--- config.mk ---
export PLATFORM = sky130hd
export DESIGN_NAME = shift_pair_unit
export DESIGN_NICKNAME = d
export VERILOG_FILES = /design/src/rtl/shift_pair_pkg.sv /design/src/rtl/shift_reg_n.sv /design/src/rtl/shift_pair_unit.sv
export SDC_FILE = /design/constraint.sdc
export NUM_CORES = 1
export LEC_CHECK = 0
export ABC_CLOCK_PERIOD_IN_PS = 6100
export CORE_MARGIN = 5
export CORE_UTILIZATION = 50
export CTS_CLUSTER_DIAMETER = 200
export CTS_CLUSTER_SIZE = 12
export DETAILED_ROUTE_END_ITERATION = 7
export PLACE_DENSITY = 0.86
export SLEW_MARGIN = 20
export SYNTH_ARGS = -nofsm -noshare
export SYNTH_HDL_FRONTEND = slang
export SYNTH_SLANG_ARGS = --single-unit
--- constraint.sdc ---
create_clock -name Clk -period 6.1 [get_ports Clk]
set_clock_uncertainty 0.2 [all_clocks]
set_input_delay 1.83 -clock Clk [delete_from_list [all_inputs] [get_ports Clk]]
set_output_delay 1.83 -clock Clk [all_outputs]
set_load 0.02 [all_outputs]
--- src/rtl/shift_pair_pkg.sv ---
// Shared types for the shift pair unit.
//   shift_mode_t : shift operation applied to a register on each shift step
//   state_t      : burst sequencer states
//   count_width  : default width of the burst length input for a given register width
package shift_pair_pkg;

    typedef enum logic [1:0] {
        SHR_LOG   = 2'd0,
        SHR_ARITH = 2'd1,
        SHL_LOG   = 2'd2,
        ROR       = 2'd3
    } shift_mode_t;

    typedef enum logic [1:0] {
        IDLE  = 2'd0,
        SHIFT = 2'd1,
        DONE  = 2'd2
    } state_t;

    // A full burst can shift the chained pair through all 2*WIDTH positions.
    function automatic int count_width(input int width);
        return $clog2(2 * width) + 1;
    endfunction

endpackage

--- src/rtl/shift_reg_n.sv ---
// Single WIDTH-bit shift register with clear, parallel load and one-bit shift.
// Ports:
//   clk        clock, rising edge
//   reset      synchronous active-high reset, clears the register
//   clear      zero the register (beats load and shift)
//   load       q <= data (beats shift)
//   shift      perform one shift step using mode
//   mode       shift operation (shift_mode_t)
//   serial_in  bit entering at the msb (SHR_LOG) or at the lsb (SHL_LOG)
//   data       parallel load value
//   q          register contents
//   lsb / msb  q[0] / q[WIDTH-1]
module shift_reg_n
    import shift_pair_pkg::*;
#(
    parameter int WIDTH = 8
) (
    input  logic             clk,
    input  logic             reset,
    input  logic             clear,
    input  logic             load,
    input  logic             shift,
    input  shift_mode_t      mode,
    input  logic             serial_in,
    input  logic [WIDTH-1:0] data,
    output logic [WIDTH-1:0] q,
    output logic             lsb,
    output logic             msb
);

    logic [WIDTH-1:0] q_r;
    logic [WIDTH-1:0] shifted;

    always_comb begin
        shifted = q_r;
        case (mode)
            SHR_LOG:   shifted = {serial_in, q_r[WIDTH-1:1]};
            SHR_ARITH: shifted = {q_r[WIDTH-1], q_r[WIDTH-1:1]};
            SHL_LOG:   shifted = {q_r[WIDTH-2:0], serial_in};
            ROR:       shifted = {q_r[0], q_r[WIDTH-1:1]};
            default:   shifted = q_r;
        endcase
    end

    always_ff @(posedge clk) begin
        if (reset) begin
            q_r <= '0;
        end else if (clear) begin
            q_r <= '0;
        end else if (load) begin
            q_r <= data;
        end else if (shift) begin
            q_r <= shifted;
        end
    end

    assign q   = q_r;
    assign lsb = q_r[0];
    assign msb = q_r[WIDTH-1];

endmodule

--- src/rtl/shift_pair_unit.sv ---
// Pair of shift registers A and B for the shift-add multiplier datapath, with
// chain mode ({A,B} as one 2*WIDTH register) and a burst sequencer that runs
// Count shifts after a single Start pulse.
// Ports:
//   Clk, Reset           clock and synchronous active-high reset
//   ClearA/B, LoadA/B    zero / parallel-load a register (IDLE only)
//   DataA/B              parallel load values
//   Shift_En             single shift with live Mode/Chain (IDLE only)
//   Start, Count         begin a burst of Count shifts (IDLE only)
//   Mode, Chain          shift mode (shift_mode_t) and chain select
//   A_In, B_In           serial-in bits, sampled live on every shift
//   A_Out, B_Out         A[0], B[0]
//   A, B                 register contents
//   Busy, Done           burst in progress / one-cycle end-of-burst pulse
//
// state | meaning
// IDLE  | accepts clear/load/start/single shift
// SHIFT | burst running, one shift per cycle, remaining counts down to 1
// DONE  | one cycle after last burst shift, Done high, inputs ignored
module shift_pair_unit
    import shift_pair_pkg::*;
#(
    parameter int WIDTH = 8,
    parameter int CW    = $clog2(2 * WIDTH) + 1
) (
    input  logic             Clk,
    input  logic             Reset,
    input  logic             ClearA,
    input  logic             ClearB,
    input  logic             LoadA,
    input  logic             LoadB,
    input  logic [WIDTH-1:0] DataA,
    input  logic [WIDTH-1:0] DataB,
    input  logic             Shift_En,
    input  logic             Start,
    input  logic [CW-1:0]    Count,
    input  logic [1:0]       Mode,
    input  logic             Chain,
    input  logic             A_In,
    input  logic             B_In,
    output logic             A_Out,
    output logic             B_Out,
    output logic [WIDTH-1:0] A,
    output logic [WIDTH-1:0] B,
    output logic             Busy,
    output logic             Done
);

    state_t           state_q;
    logic [CW-1:0]    remaining_q;
    shift_mode_t      mode_q;
    logic             chain_q;
    logic             done_q;

    logic             idle;
    logic             in_burst;
    logic             any_clear_load;
    logic             start_ok;
    logic             step_ok;
    logic             do_shift;
    shift_mode_t      eff_mode;
    logic             eff_chain;

    shift_mode_t      mode_a;
    shift_mode_t      mode_b;
    logic             sin_a;
    logic             sin_b;
    logic [WIDTH-1:0] a_q;
    logic [WIDTH-1:0] b_q;
    logic             a_lsb;
    logic             a_msb;
    logic             b_lsb;
    logic             b_msb;

    assign idle     = (state_q == IDLE);
    assign in_burst = (state_q == SHIFT);

    // A clear or load on either register blocks start and single shifts on both.
    assign any_clear_load = ClearA | ClearB | LoadA | LoadB;
    assign start_ok       = idle & Start & ~any_clear_load;
    assign step_ok        = idle & Shift_En & ~Start & ~any_clear_load;
    assign do_shift       = step_ok | in_burst;

    // Bursts run on the settings captured with Start; single shifts use live ones.
    assign eff_mode  = in_burst ? mode_q : shift_mode_t'(Mode);
    assign eff_chain = in_burst ? chain_q : Chain;

    // Chain mode is realised by retargeting each register's serial input
    // (and, where needed, its mode) so the pair behaves as one 2*WIDTH register.
    always_comb begin
        mode_a = eff_mode;
        mode_b = eff_mode;
        sin_a  = A_In;
        sin_b  = B_In;
        if (eff_chain) begin
            case (eff_mode)
                SHR_LOG: begin
                    sin_b = a_lsb;
                end
                SHR_ARITH: begin
                    mode_b = SHR_LOG;
                    sin_b  = a_lsb;
                end
                ROR: begin
                    mode_a = SHR_LOG;
                    sin_a  = b_lsb;
                    mode_b = SHR_LOG;
                    sin_b  = a_lsb;
                end
                SHL_LOG: begin
                    sin_a = b_msb;
                end
                default: begin
                    mode_a = eff_mode;
                end
            endcase
        end
    end

    shift_reg_n #(.WIDTH(WIDTH)) u_reg_a (
        .clk       (Clk),
        .reset     (Reset),
        .clear     (idle & ClearA),
        .load      (idle & LoadA),
        .shift     (do_shift),
        .mode      (mode_a),
        .serial_in (sin_a),
        .data      (DataA),
        .q         (a_q),
        .lsb       (a_lsb),
        .msb       (a_msb)
    );

    shift_reg_n #(.WIDTH(WIDTH)) u_reg_b (
        .clk       (Clk),
        .reset     (Reset),
        .clear     (idle & ClearB),
        .load      (idle & LoadB),
        .shift     (do_shift),
        .mode      (mode_b),
        .serial_in (sin_b),
        .data      (DataB),
        .q         (b_q),
        .lsb       (b_lsb),
        .msb       (b_msb)
    );

    // Done is registered so a zero-length burst can pulse it without leaving IDLE.
    always_ff @(posedge Clk) begin
        if (Reset) begin
            state_q     <= IDLE;
            remaining_q <= '0;
            mode_q      <= SHR_LOG;
            chain_q     <= 1'b0;
            done_q      <= 1'b0;
        end else begin
            done_q <= 1'b0;
            case (state_q)
                IDLE: begin
                    if (start_ok) begin
                        if (Count == '0) begin
                            done_q <= 1'b1;
                        end else begin
                            state_q     <= SHIFT;
                            remaining_q <= Count;
                            mode_q      <= shift_mode_t'(Mode);
                            chain_q     <= Chain;
                        end
                    end
                end
                SHIFT: begin
                    remaining_q <= remaining_q - 1'b1;
                    if (remaining_q == CW'(1)) begin
                        state_q <= DONE;
                        done_q  <= 1'b1;
                    end
                end
                DONE: begin
                    state_q <= IDLE;
                end
                default: begin
                    state_q <= IDLE;
                end
            endcase
        end
    end

    assign A     = a_q;
    assign B     = b_q;
    assign A_Out = a_lsb;
    assign B_Out = b_lsb;
    assign Busy  = in_burst;
    assign Done  = done_q;

endmodule
After elaboration in Yosys (flattened, before gate mapping)
Cells that the tools add are included.
{"block": "op_classes", "addsub": 1, "eq_ne": 16, "mux": 27, "bitwise_logic": 16, "n_reduce_logical": 17}
{"operator": "case mux 8 bit (4 select lines)", "n": 2}
{"operator": "2-to-1 mux 8 bit", "n": 4}
{"operator": "2-to-1 mux 2 bit", "n": 8}
{"operator": "equality test 2 bit, second input constant", "n": 6}
{"operator": "2-to-1 mux 5 bit", "n": 2}
{"operator": "case mux 5 bit (2 select lines)", "n": 1}
{"operator": "AND 1 bit", "n": 9}
{"operator": "AND reduction 3 bit", "n": 3}
{"operator": "equality test 2 x 1 -> 1 bit, second input constant", "n": 4}
{"operator": "logical NOT 2 bit", "n": 4}
{"operator": "!= test 2 x 1 -> 1 bit, second input constant", "n": 4}
{"operator": "2-to-1 mux 1 bit", "n": 7}
{"operator": "nonzero test 2 bit", "n": 3}
{"operator": "OR reduction 2 bit", "n": 3}
{"operator": "equality test 5 x 1 -> 1 bit, second input constant", "n": 1}
{"operator": "logical NOT 5 bit", "n": 1}
{"operator": "subtractor 5 x 1 -> 5 bit, second input constant", "n": 1}
{"operator": "OR 1 bit", "n": 4}
{"operator": "case mux 1 bit (2 select lines)", "n": 2}
{"operator": "case mux 2 bit (2 select lines)", "n": 1}
{"operator": "AND reduction 2 bit", "n": 2}
{"operator": "NOT 1 bit", "n": 3}
{"operator": "OR reduction 3 bit", "n": 1}
{"operator": "!= test 2 bit, second input constant", "n": 1}
{"block": "totals", "register_bits": 27, "out_inout_bits": 20, "elab_cells": 86}

Logic depth before layout (Yosys ltp)
Gate-level depths: netlist of run 1.
{"block": "depth", "depth_word": 10, "mapped_depth": 8, "mapped_depth_nobuf": 6}

By module
Synthesis of run 1 repeated with hierarchy kept, for this count alone.
{"block": "hier_totals", "cells_unflattened": 214, "area_unflattened_um2": 1712.9}
{"mod": "shift_reg_n", "instances": 2, "cells_each": 58, "area_each_um2": 467.9, "seq_area_each_um2": 160.2}
{"mod": "shift_pair_unit", "instances": 1, "cells_each": 98, "area_each_um2": 777.0, "seq_area_each_um2": 220.2}

Worst setup path after synthesis of run 1
Ideal clock, no wire load.
{"block": "synth_timing", "path_kind": "in2reg", "start": "in Count[2]", "end": "reg chain_q", "arrival_ns": 3.037, "required_time_ns": 5.772, "setup_slack_ns": 2.735, "path_stages": 6, "n_path_buf": 1, "cell_sequence": "or4_1 o211ai_1 or3_1 buf_2 mux2i_1 nor2_1"}
{"block": "synth_between", "elab_chain_len": 3}
{"element": "start: declaration", "line": "shift_pair_unit.sv:36", "text": "input logic [CW-1:0] Count,"}
{"element": "logical NOT 5 bit", "line": "shift_pair_unit.sv:161", "text": "if (Count == '0) begin"}
{"element": "NOT 1 bit (no line)"}
{"element": "AND reduction 3 bit (no line)"}
{"element": "end signal: assignment", "line": "shift_pair_unit.sv:167", "text": "chain_q <= Chain;"}
{"element": "end: declaration", "line": "shift_pair_unit.sv:52", "text": "logic chain_q;"}
Every way passes these cells.
A chain may end at the register's enable or synchronous reset.

Final worst setup path of run 1
{"block": "layout_timing", "start": "reg state_q[1]", "end": "out Busy"}
{"block": "layout_between", "elab_chain_len": 1}
{"element": "start: declaration", "line": "shift_pair_unit.sv:49", "text": "state_t state_q;"}
{"element": "start signal: assignment", "line": "shift_pair_unit.sv:151", "text": "state_q <= IDLE;"}
{"element": "start signal: assignment", "line": "shift_pair_unit.sv:164", "text": "state_q <= SHIFT;"}
{"element": "start signal: assignment", "line": "shift_pair_unit.sv:174", "text": "state_q <= DONE;"}
{"element": "equality test 2 x 1 -> 1 bit", "line": "shift_pair_unit.sv:76", "text": "assign in_burst = (state_q == SHIFT);"}
{"element": "end: declaration", "line": "shift_pair_unit.sv:45", "text": "output logic Busy,"}
Every way passes these cells.

==> results of run 1 <==
==> layout by cell type (no fill, tap or decap), types with 2 or more instances in the layout <==
master,instances
a2111oi_2,2
a211oi_1,3
a21o_1,5
a21oi_1,12
a222oi_1,6
a31oi_1,4
a32o_1,7
clkbuf_4,3
clkdlybuf4s50_1,53
dfxtp_1,27
ha_1,2
inv_1,11
mux2_2,6
mux2i_1,13
nand2_1,16
nand2b_1,2
nand3_1,3
nand4_1,2
nor2_1,16
nor2b_1,2
nor3_1,13
o21ai_0,3
o31ai_1,2
or2_2,8
or3_1,2
==> how the worst max path moves through the flow <==
stage / endpoint / slack, ns / depth (start not counted)
finish: Busy / 2.01 / 3
global route: Busy / 1.90 / 3
CTS: Busy / 2.01 / 3
detailed placement: u_reg_a.q[1] / 1.98 / 6
global placement: u_reg_a.q[2] / 2.02 / 6
floorplan: chain_q / 2.73 / 6
==> final cells by class <==
type	instances	area [um2]	share of cell area
well taps	46	57.6	0.0254
repair buffers	54	538	0.238
clock buffers	4	26.3	0.0116
inverters	12	45.0	0.0199
flip-flops and latches	27	541	0.239
multi-input cells	145	1050	0.466
==> power by group through the flow <==
stage	Sequential [mW]	Combinational [mW]	Clock [mW]
after floorplan	0.196	0.0489	0
after global placement	0.193	0.0910	0
after detailed placement	0.193	0.0917	0
after CTS	0.190	0.0924	0.0834
after global routing	0.191	0.0999	0.0868
final	0.190	0.0924	0.0812
==> cells by family (layout without fill, tap and decap cells) <==
kind of cell | after synthesis | in the layout | synth area share
and+or+nand+nor | 72 | 72 | 0.225
DFF | 27 | 27 | 0.310
muxes | 21 | 21 | 0.133
AOI/OAI and AO/OA | 50 | 50 | 0.233
adders and majority gates | 2 | 2 | 0.0144
buffers and inverters | 26 | 70 | 0.0847
==> flip-flops by register name, indices dropped and copies added, names as in the netlist <==
name / count
u_reg_b.q: 8
u_reg_a.q: 8
state_q: 2
mode_q: 2
chain_q: 1
Done: 1
remaining_q: 5
==> worst max-delay path: stages (launching register included) <==
cell and delay, ns:
dfxtp_1 0.69, nand2b_4 0.35, inv_2 0.12, clkdlybuf4s50_1 0.56
==> through the flow <==
| stage | worst slack (ns) | utilization |
|---|---|---|
| after floorplan | 2.73 | - |
| after global placement | 2.02 | 0.665 |
| after detailed placement | 1.98 | 0.665 |
| after CTS | 2.01 | 0.673 |
| after global routing | 1.90 | 0.673 |
| final | 2.01 | 0.673 |
==> metal layers <==
metal  wire [um]  global-route usage  vias up
met3         267              0.0262        5
met4          75              0.0759        0
li1            -                   -      826
met5           0                   0        -
met1        1950               0.227      747
met2        2020               0.297       57
==> run summary, run 1 <==
The insertion delay of the later-clocked pin in the worst-skew pair is 0.34 ns. The arrival time of data at the critical path endpoint is 2.06 ns. The count of placed standard cells including taps came out at 284. The clock slew seen by the registers of the worst setup and hold paths is around 0.14 ns.

STA classifies the critical path endpoint as an output port. Of all flip-flops after synthesis, the portion carrying an async set or reset was 0. The synthesized cell area is between 1500 and 2000 um2. The register area share after synthesis is 0.310. In this run the number of H-tree levels came out at 1.

The total number of yosys warnings came out at 0. The layout has 297 filler cells. The internal reg-to-reg setup slack is 3.47 ns. The mean routed wirelength per cell is 14.9 um. Counting the buffers created by CTS gives 3.

The via count of the first global-routing pass is around 1600. The actual slew at the worst max-slew pin is about 0.87 ns. The HPWL after detailed placement is about 3200 um. The standby leakage power is roughly 0.89 nW.

The worst register-to-register path ends at u_reg_a.q[1]. The sequential share of power came out at 0.522. The overall die area is between 4000 and 5000 um2.

The launching instance or port of the critical path is state_q[1]. In the post-synthesis netlist, the biggest area contributors are dfxtp_1 (31%), mux2i_1 (7.5%), a32o_1 (4.0%). The average vias per placed instance is 5.68. The completed layout was analyzed and its total power is approximately 0.36 mW. The number of different library cells in the post-synthesis netlist came out at 46. Along the worst hold path, the cell count comes to 2. For this run, the post-layout net count is 279.

The cell sitting at the root of the clock tree is a clkbuf_4. The cell area after layout came out at roughly 2300 um2. The top cell type's share of synthesized area is 0.310. The mean instance size in the synthesized netlist is 8.80 um2.

The net switching component of the power is 0.105 mW. The classification of the worst setup path is reg2out. The placeable core region came out at 3360 um2. The clock network fraction of design power is 0.224.

At the end of routability-driven placement, the weighted congestion stood at 0.878. The number of buffers added for setup after CTS came out at 0. The total setup violations reported at the end of the flow is 0. Summed over all instances, the cell type with the most area after synthesis is dfxtp_1.

The final count of pins violating max slew is 0. The power per standard cell area came out at 161 nW/um2. After routing, the total negative slack on setup checks comes to 0 ns.

The startpoint identified for the worst hold timing path is remaining_q[4]. The area overhead of the layout relative to synthesis came out at 29.8%. The final wirelength came out at between 4000 and 5000 um. The die height is 69.0 um. Once detail routing completed, the nets flagged for antenna violations numbered 0. The logic gate share of total power is 0.254. The I/O pin count came out at 54.

The count of buffers inserted at the top-level ports is 53. For this block, the via count after detailed routing is 1635. The number of cells upsized or downsized after cts is 0.

Across the VDD grid, the largest voltage drop is 0.0849 mV. Summed over all layers, the global routing overflow is 0. The tightest hold path in the finished design has a slack of 0.305 ns.

The tightest min-delay check is of the reg2reg type. The max capacitance violation total came out at 0. The starting density of the core came out at 0.518.

The worst-case headroom to the max-slew limit came out at 0.418. Of the cells placed in the final design, the portion with a size suffix greater than 1 is 0.116. The residual DRC count is 0. Counting every net in the synthesized netlist gives ~230. The horizontal extent of the die is slightly below 70 um. The global-route wire length before repair is 7250 um.

The number of synthesized flops with an enable pin came out at 0. The largest net degree at the start of global routing came out at 23. Along the worst path, the maximum fanout reaches 18. The non-filler instance count after layout came out at 288.

Setup repair after global routing left no endpoint under its margin. The most instantiated library cell after synthesis is dfxtp_1. The worst register-to-register path begins at state_q[1]. Synthesis inferred 27 register bits. The number of detailed-routing iterations run before antenna repair is 4. At the worst endpoint, the required time is 4.07 ns.

The fraction of the cycle the final worst path needs is 0.671. The final number of hold-violating endpoints came out at 0. The depth of the worst register-to-register path came out at 5.

The number of antenna diodes is 0. The number of antenna violations at the first check in global routing came out at 0. After clock tree synthesis, the flow added hold-fix buffers numbering 0.

The instance area after placement came out at between 2000 and 2500 um2. Of the total power, the share spent switching nets is 0.288. The overall routing resource usage came out at 0.178. The gate count of the mapped netlist is 198.

The deepest clock path buffer count is 2. The run finished with clean final reports. The detailed router finished its first iteration with 115 violations. Based on the critical path, the design can be clocked at up to 0.244 GHz. The path with the worst hold slack has its endpoint at remaining_q[4]. TritonCTS built the clock tree. Counting instances in the post-synthesis netlist gives the leading cell types as dfxtp_1 (27), nand2_1 (16), nor2_1 (16), mux2i_1 (13), nor3_1 (13). The internal portion of total power came out at 0.259 mW.

The smallest clock period supported by the final layout is computed as 4.09 ns. The number of rows created at floorplan came out at 21. For this run, the leading register cell type out of synthesis is dfxtp_1. The clock sink count came out at 27.

STA classifies the critical path startpoint as a register.
Power figures use the tool's default switching activity.
==> run 2, diff against run 1 <==
ABC_CLOCK_PERIOD_IN_PS = 3700   (was 6100)
CORE_UTILIZATION = 42   (was 50)
PLACE_DENSITY = 0.77   (was 0.86)
clock period = 3.7 ns   (was 6.1 ns; I/O delays follow)
==> run 2 against run 1 <==
Effect of this change: sequential cell count did not move; global-route usage decreased by 1.0 points; count of clock-buffer cells in the layout unchanged; register-to-register slack got worse by 2.2 ns; power increased by 76%; core utilization is 9.6 points lower; combinational power increased by 68%; via count is 2.7% higher; non-clock buffer count increased by 3; final area grew 2.0%.
==> run summary, run 2 (synthesis gave the netlist of run 1 again) <==
No sink is reached through more buffers than the 2 on the longest clock path. The count of buffers inserted at the top-level ports is 53. The detailed router placed around 1700 vias in this run. The CTS tree is yes. The classification of the worst setup path is reg2out. Setup repair after global routing left no endpoint under its margin. Post-CTS timing repair inserted 0 buffers for setup. The share of layout cells above drive strength 1 came out at 0.127. The starting density of the core came out at 0.436.

The average vias per placed instance is between 5 and 6. The final number of hold-violating endpoints is 0. The level count of the clock H-tree is 1. The final count of pins violating max slew is 0. For the pin with the worst max-slew slack, the measured transition is just under 0.8 ns. The instance area after placement is about 2300 um2. Counting the buffers created by CTS gives 3.

The horizontal extent of the die is 74.4 um. The global routing usage on met1 came out at 0.240. Summed over all nets, the half-perimeter wirelength after detailed placement is between 3000 and 4000 um. The max capacitance violation total came out at 0. The net count reported at finish came out at 282.

In this run the clock root is driven by a clkbuf_8. Across every metal layer, demand over resource in global routing totals 0.167. The insertion delay of the later-clocked pin in the worst-skew pair is 0.27 ns. The met2 demand-to-capacity share in global routing came out at 0.254. The hold-fix buffer count after cts is 0. For this design, the sink count on the clock tree is 27. The commonest non-fill, non-tap cell in the layout is clkdlybuf4s50_1. The count of nets left with antenna violations once routing finished came out at 0. The global-route wire length before repair came out at 7310 um. The critical path goes through nand2b_4 -> inv_2 -> clkdlybuf4s50_1. The number of antenna violations at the first check in global routing came out at 0. The number of rows created at floorplan came out at 23. The power per standard cell area came out at 276 nW/um2. The flow ran to the end, and the final reports show no timing, DRC or antenna violations. The clock slew seen by the registers of the worst setup and hold paths is around 0.090 ns. The maximum ir drop on the vdd rail came out at between 0.1 and 0.15 mV. The top cell types in the final layout, fill and taps aside, are clkdlybuf4s50_1 (53), dfxtp_1 (27), nand2_1 (16), nor2_1 (16).

For the worst setup path, the data required time is 2.39 ns. Of all nets on the critical path, the largest fanout is 15. For this run, global-route usage on met3 was measured as 0.0270. The die covers 5540 um2.

The first-iteration detailed-routing DRC count is 128. Broken down by cell family, the worst path's largest delay share belongs to buffers and inverters. The worst setup path is captured at an output port. The placeable core region is 4000 um2. The maximum clock rate is 0.302 GHz.

The finished cells cover 2310 um2. Wires add up to 4480 um. The number of buffer and inverter instances along the worst setup path is 2. The maximum cell stage delay along the critical path is between 0.6 and 0.7 ns. The overall overflow remaining after global route is 0. The arrival time of data at the critical path endpoint came out at 2.00 ns. The shortest clock period the worst path allows after layout came out at 3.31 ns. The final estimated routing congestion in global placement is 0.929. The total setup violations reported at the end of the flow is 0. The I/O pin count came out at 54.

The standby leakage power came out at 0.910 nW. Among all stages on the critical path, the largest delay is contributed by dfxtp_1. The pre-CTS setup slack came out at between 0.4 and 0.5 ns. The mean routed wirelength per cell is 15.2 um.

The largest net degree at the start of global routing is 23. The residual DRC count came out at 0. The nature of the critical path startpoint is a register. The number of antenna diodes is 0.

The largest registers in the layout are u_reg_a.q x8, u_reg_b.q x8, remaining_q x5. The global routing stage identified its most utilized layer as met2. The number of detailed-routing iterations run before antenna repair is 4. The final-layout setup total negative slack came out at 0 ns. The worst-case headroom to the max-slew limit came out at 0.472.

The path type of the worst min-delay path is reg2reg. Relative to the synthesized area, the layout overhead comes to 32.4%. The final worst setup slack came out at 0.394 ns. The fraction of the cycle the final worst path needs came out at 0.893. Post-CTS repair changed the size of 0 cells. The die is ~74 um tall. The via count of the first global-routing pass came out at 1503.
## run 2: cell types whose count changed in the layout (fill, tap and decap cells not counted)
cell / previous run / this run
buf_4: 1 / 4
clkbuf_8: 0 / 3
clkbuf_4: 3 / 0
## run 2: area by class of cell
class | instances | area, um2
fill | 360 | 1690
multi-input combinational | 145 | 1050
timing repair buffer | 57 | 561
sequential | 27 | 541
tap | 50 | 62.6
clock buffer | 4 | 45.0
inverter | 12 | 45.0
## run 2: routing by layer
metal,vias to the layer above,share of wire
met5,-,0
met4,0,0.011
met3,6,0.050
met2,52,0.47
met1,795,0.47
li1,826,-
## run 2: metrics by stage
step	power, mW	util	instances	hold WS [ns]
global placement	0.472	0.566	291	0.284
global route	0.670	0.577	295	0.353
floorplan	0.404	-	198	0.269
CTS	0.643	0.577	295	0.313
detailed placement	0.474	0.566	291	0.299
finish	0.638	0.577	295	0.317
## run 2: worst paths after layout
kind	from	end	slack [ns]	cells past startpoint
setup / recovery	state_q[0]	Busy	0.39	3
hold / removal	remaining_q[4]	remaining_q[4]	0.32	2
setup reg to reg	state_q[0]	u_reg_b.q[0]	1.32	6
hold reg to reg	remaining_q[4]	remaining_q[4]	0.32	2
## run 2: worst reg2reg max path: stages (launching register included)
cell,delay [ns]
dfxtp_1,0.68
nand2b_4,0.23
a31oi_4,0.38
buf_4,0.27
mux2i_1,0.20
nand2_1,0.06
a32o_1,0.26
## run 2: report_power, final
group	leakage (nW)	internal, mW	switching (mW)
combinational	0.668	0.0845	0.0709
clock	0.0228	0.0772	0.0929
sequential	0.219	0.301	0.0118
==> edit, RTL diff (config.mk and constraints of run 2) <==
Register the input `DataA` before use. The logic sees it one clock later. The other inputs are not delayed to match.
--- a/src/rtl/shift_pair_unit.sv
+++ b/src/rtl/shift_pair_unit.sv
@@ -46,6 +46,12 @@
     output logic             Done
 );
 
+    logic [WIDTH-1:0] DataA_q;
+
+    always_ff @(posedge Clk) begin
+        DataA_q <= DataA;
+    end
+
     state_t           state_q;
     logic [CW-1:0]    remaining_q;
     shift_mode_t      mode_q;
@@ -125,7 +131,7 @@
         .shift     (do_shift),
         .mode      (mode_a),
         .serial_in (sin_a),
-        .data      (DataA),
+        .data      (DataA_q),
         .q         (a_q),
         .lsb       (a_lsb),
         .msb       (a_msb)
Formal check against the unedited RTL: not equivalent (Yosys sat finds a counterexample within 4 cycles, from zero or initial values and one cycle with Reset high).
==> edit against run 2 <==
  * Routed wire length increased by 1.4%
  * Final cell count grew 5.4%
  * Setup slack improved by 0.19 ns
  * Power is 29% higher
  * Sequential cell count grew 8
  * Synthesized area increased by 7.3%
  * Final area increased by 9.6%
  * Worst hold slack got worse by 0.071 ns
  * Critical path depth unchanged
  * Sequential share of layout area rose by 4.3 points
  * Fmax is 6.1% higher
  * Highest routed layer unchanged
==> edit: results <==
metrics = {
    "run_status": {
        "status": "finished, final reports clean",
    },
    "global_routing": {
        "grt_max_degree": 32,
        "antenna_found_initial": 0,
        "grt_pass1_wl_mm": 7.521,
        "gr-usage-all-layers_pct": 15.32,
        "grt_pass1_vias": 1590,
    },
    "critical_path": {
        "critPathMaxStageDelay_ns": 0.64,
        "cp_max_fo": 12,
        "crit_slowest_cell": "dfxtp_1",
        "crit_arrival_ns": 1.81,
    },
    "place": {
        "gp_congestion": 0.9543,
        "io_buffers": 53,
        "post-dp-hpwl_mm": 3.569,
    },
    "synthesis": {
        "yosysSeqAreaShare_pct": 37.48,
        "yosys-top-cells-area": "dfxtp_1 37%, mux2i_1 9.6%, a22o_1 6.1%",
        "synth.distinct_cells": 50,
        "async_flop_share_pct": 0,
        "synth.top_cells.by_count": "35 x dfxtp_1, 19 x nand2_1, 18 x mux2i_1",
        "synth_flop_cell": "dfxtp_1",
        "yosysWarnings": 0,
        "syn_nets": 239,
    },
    "cts": {
        "root_buffer": "clkbuf_8",
        "post_cts_buffers": 0,
        "htreeDepth": 2,
        "clockBufferDepth": 2,
        "cts_resized": 0,
        "clock_latency_ns": 0.29,
        "path_clk_slew_ns": 0.08,
        "numCtsBuffers": 5,
    },
    "final_layout": {
        "top_regs": "DataA_q: 8 flops, u_reg_a.q: 8 flops, u_reg_b.q: 8 flops",
        "final_layout_size_suffix_gt1_share_pct": 10.04,
        "nets": 294,
        "fillers": 421,
        "num_antenna_cells": 0,
    },
    "route": {
        "viasPerCell": 5.389,
        "drtPass1Iterations": 5,
        "routed_wirelength_mm": 4.540,
        "drtIter0Drc": 86,
    },
    "pwr": {
        "ir_drop_mv": 0.2201,
        "p_leak_uw": 0.0009668,
    },
    "timing": {
        "setup_viol": 0,
        "tightestPinTransition_ns": 0.9500,
    },
    "hold_path": {
        "hp-class": "reg -> reg",
    },
}
[edit: area by class of cell]
cell class,count,area share [%]
clock buffers,5,2.720
clock inverters,3,0.9397
inverters,8,1.187
multi-input cells,148,41.84
flip-flops and latches,35,27.70
well taps,52,2.572
repair buffers,60,23.05
[edit: power by group]
| group | internal (uW) | switching [uW] | total [uW] |
|---|---|---|---|
| Combinational | 76.0 | 63.7 | 140 |
| Sequential | 390 | 12.2 | 403 |
| Clock | 134 | 147 | 282 |
| Total | 601 | 223 | 824 |
[edit: logic make-up after synthesis]
kind of cell	after synthesis	synth area share, %
and+or+nand+nor	63	18.34
AOI/OAI and AO/OA	62	25.03
DFF	35	37.48
buffers and inverters	20	5.890
muxes	20	11.45
adders and majority gates	2	1.338
xor gates and xnor gates	1	0.4686
[edit: worst paths after layout]
path	from	end	slack, ns	depth (start not counted)
min	DataA_q[4]$_DFF_P_	u_reg_a.q[4]$_SDFFE_PP0P_	0.25	1
max reg2reg	state_q[0]$_SDFFE_PP0P_	u_reg_a.q[4]$_SDFFE_PP0P_	1.39	7
min reg2reg	DataA_q[4]$_DFF_P_	u_reg_a.q[4]$_SDFFE_PP0P_	0.25	1
max	state_q[0]$_SDFFE_PP0P_	Busy	0.58	3
[edit: per-layer routing]
metal / wire length, um / GRT usage, %
met1: 2071 / 18.93
met2: 2225 / 26.32
met3: 183 / 3.396
met4: 59 / 4.720
met5: 0 / 0
[edit: through the flow]
stage	total power [uW]	worst slack, ns	hold WS, ns	area (um^2)	instances
final	824.0	0.5828	0.2467	2530	311
after global routing	863.5	0.5362	0.2598	2530	311
after CTS	834.9	0.5898	0.2467	2530	311
after detailed placement	550.6	0.4528	0.2285	2437	303
after global placement	549.0	0.5096	0.2253	2437	303
after floorplan	480.7	1.007	0.2195	1869	203
[edit: worst max-delay path, delay by kind of cell, from the launching register on]
family        cells  cell delay (ns)
buf+inv           2             0.71
flops             1             0.64
simple gates      1             0.17
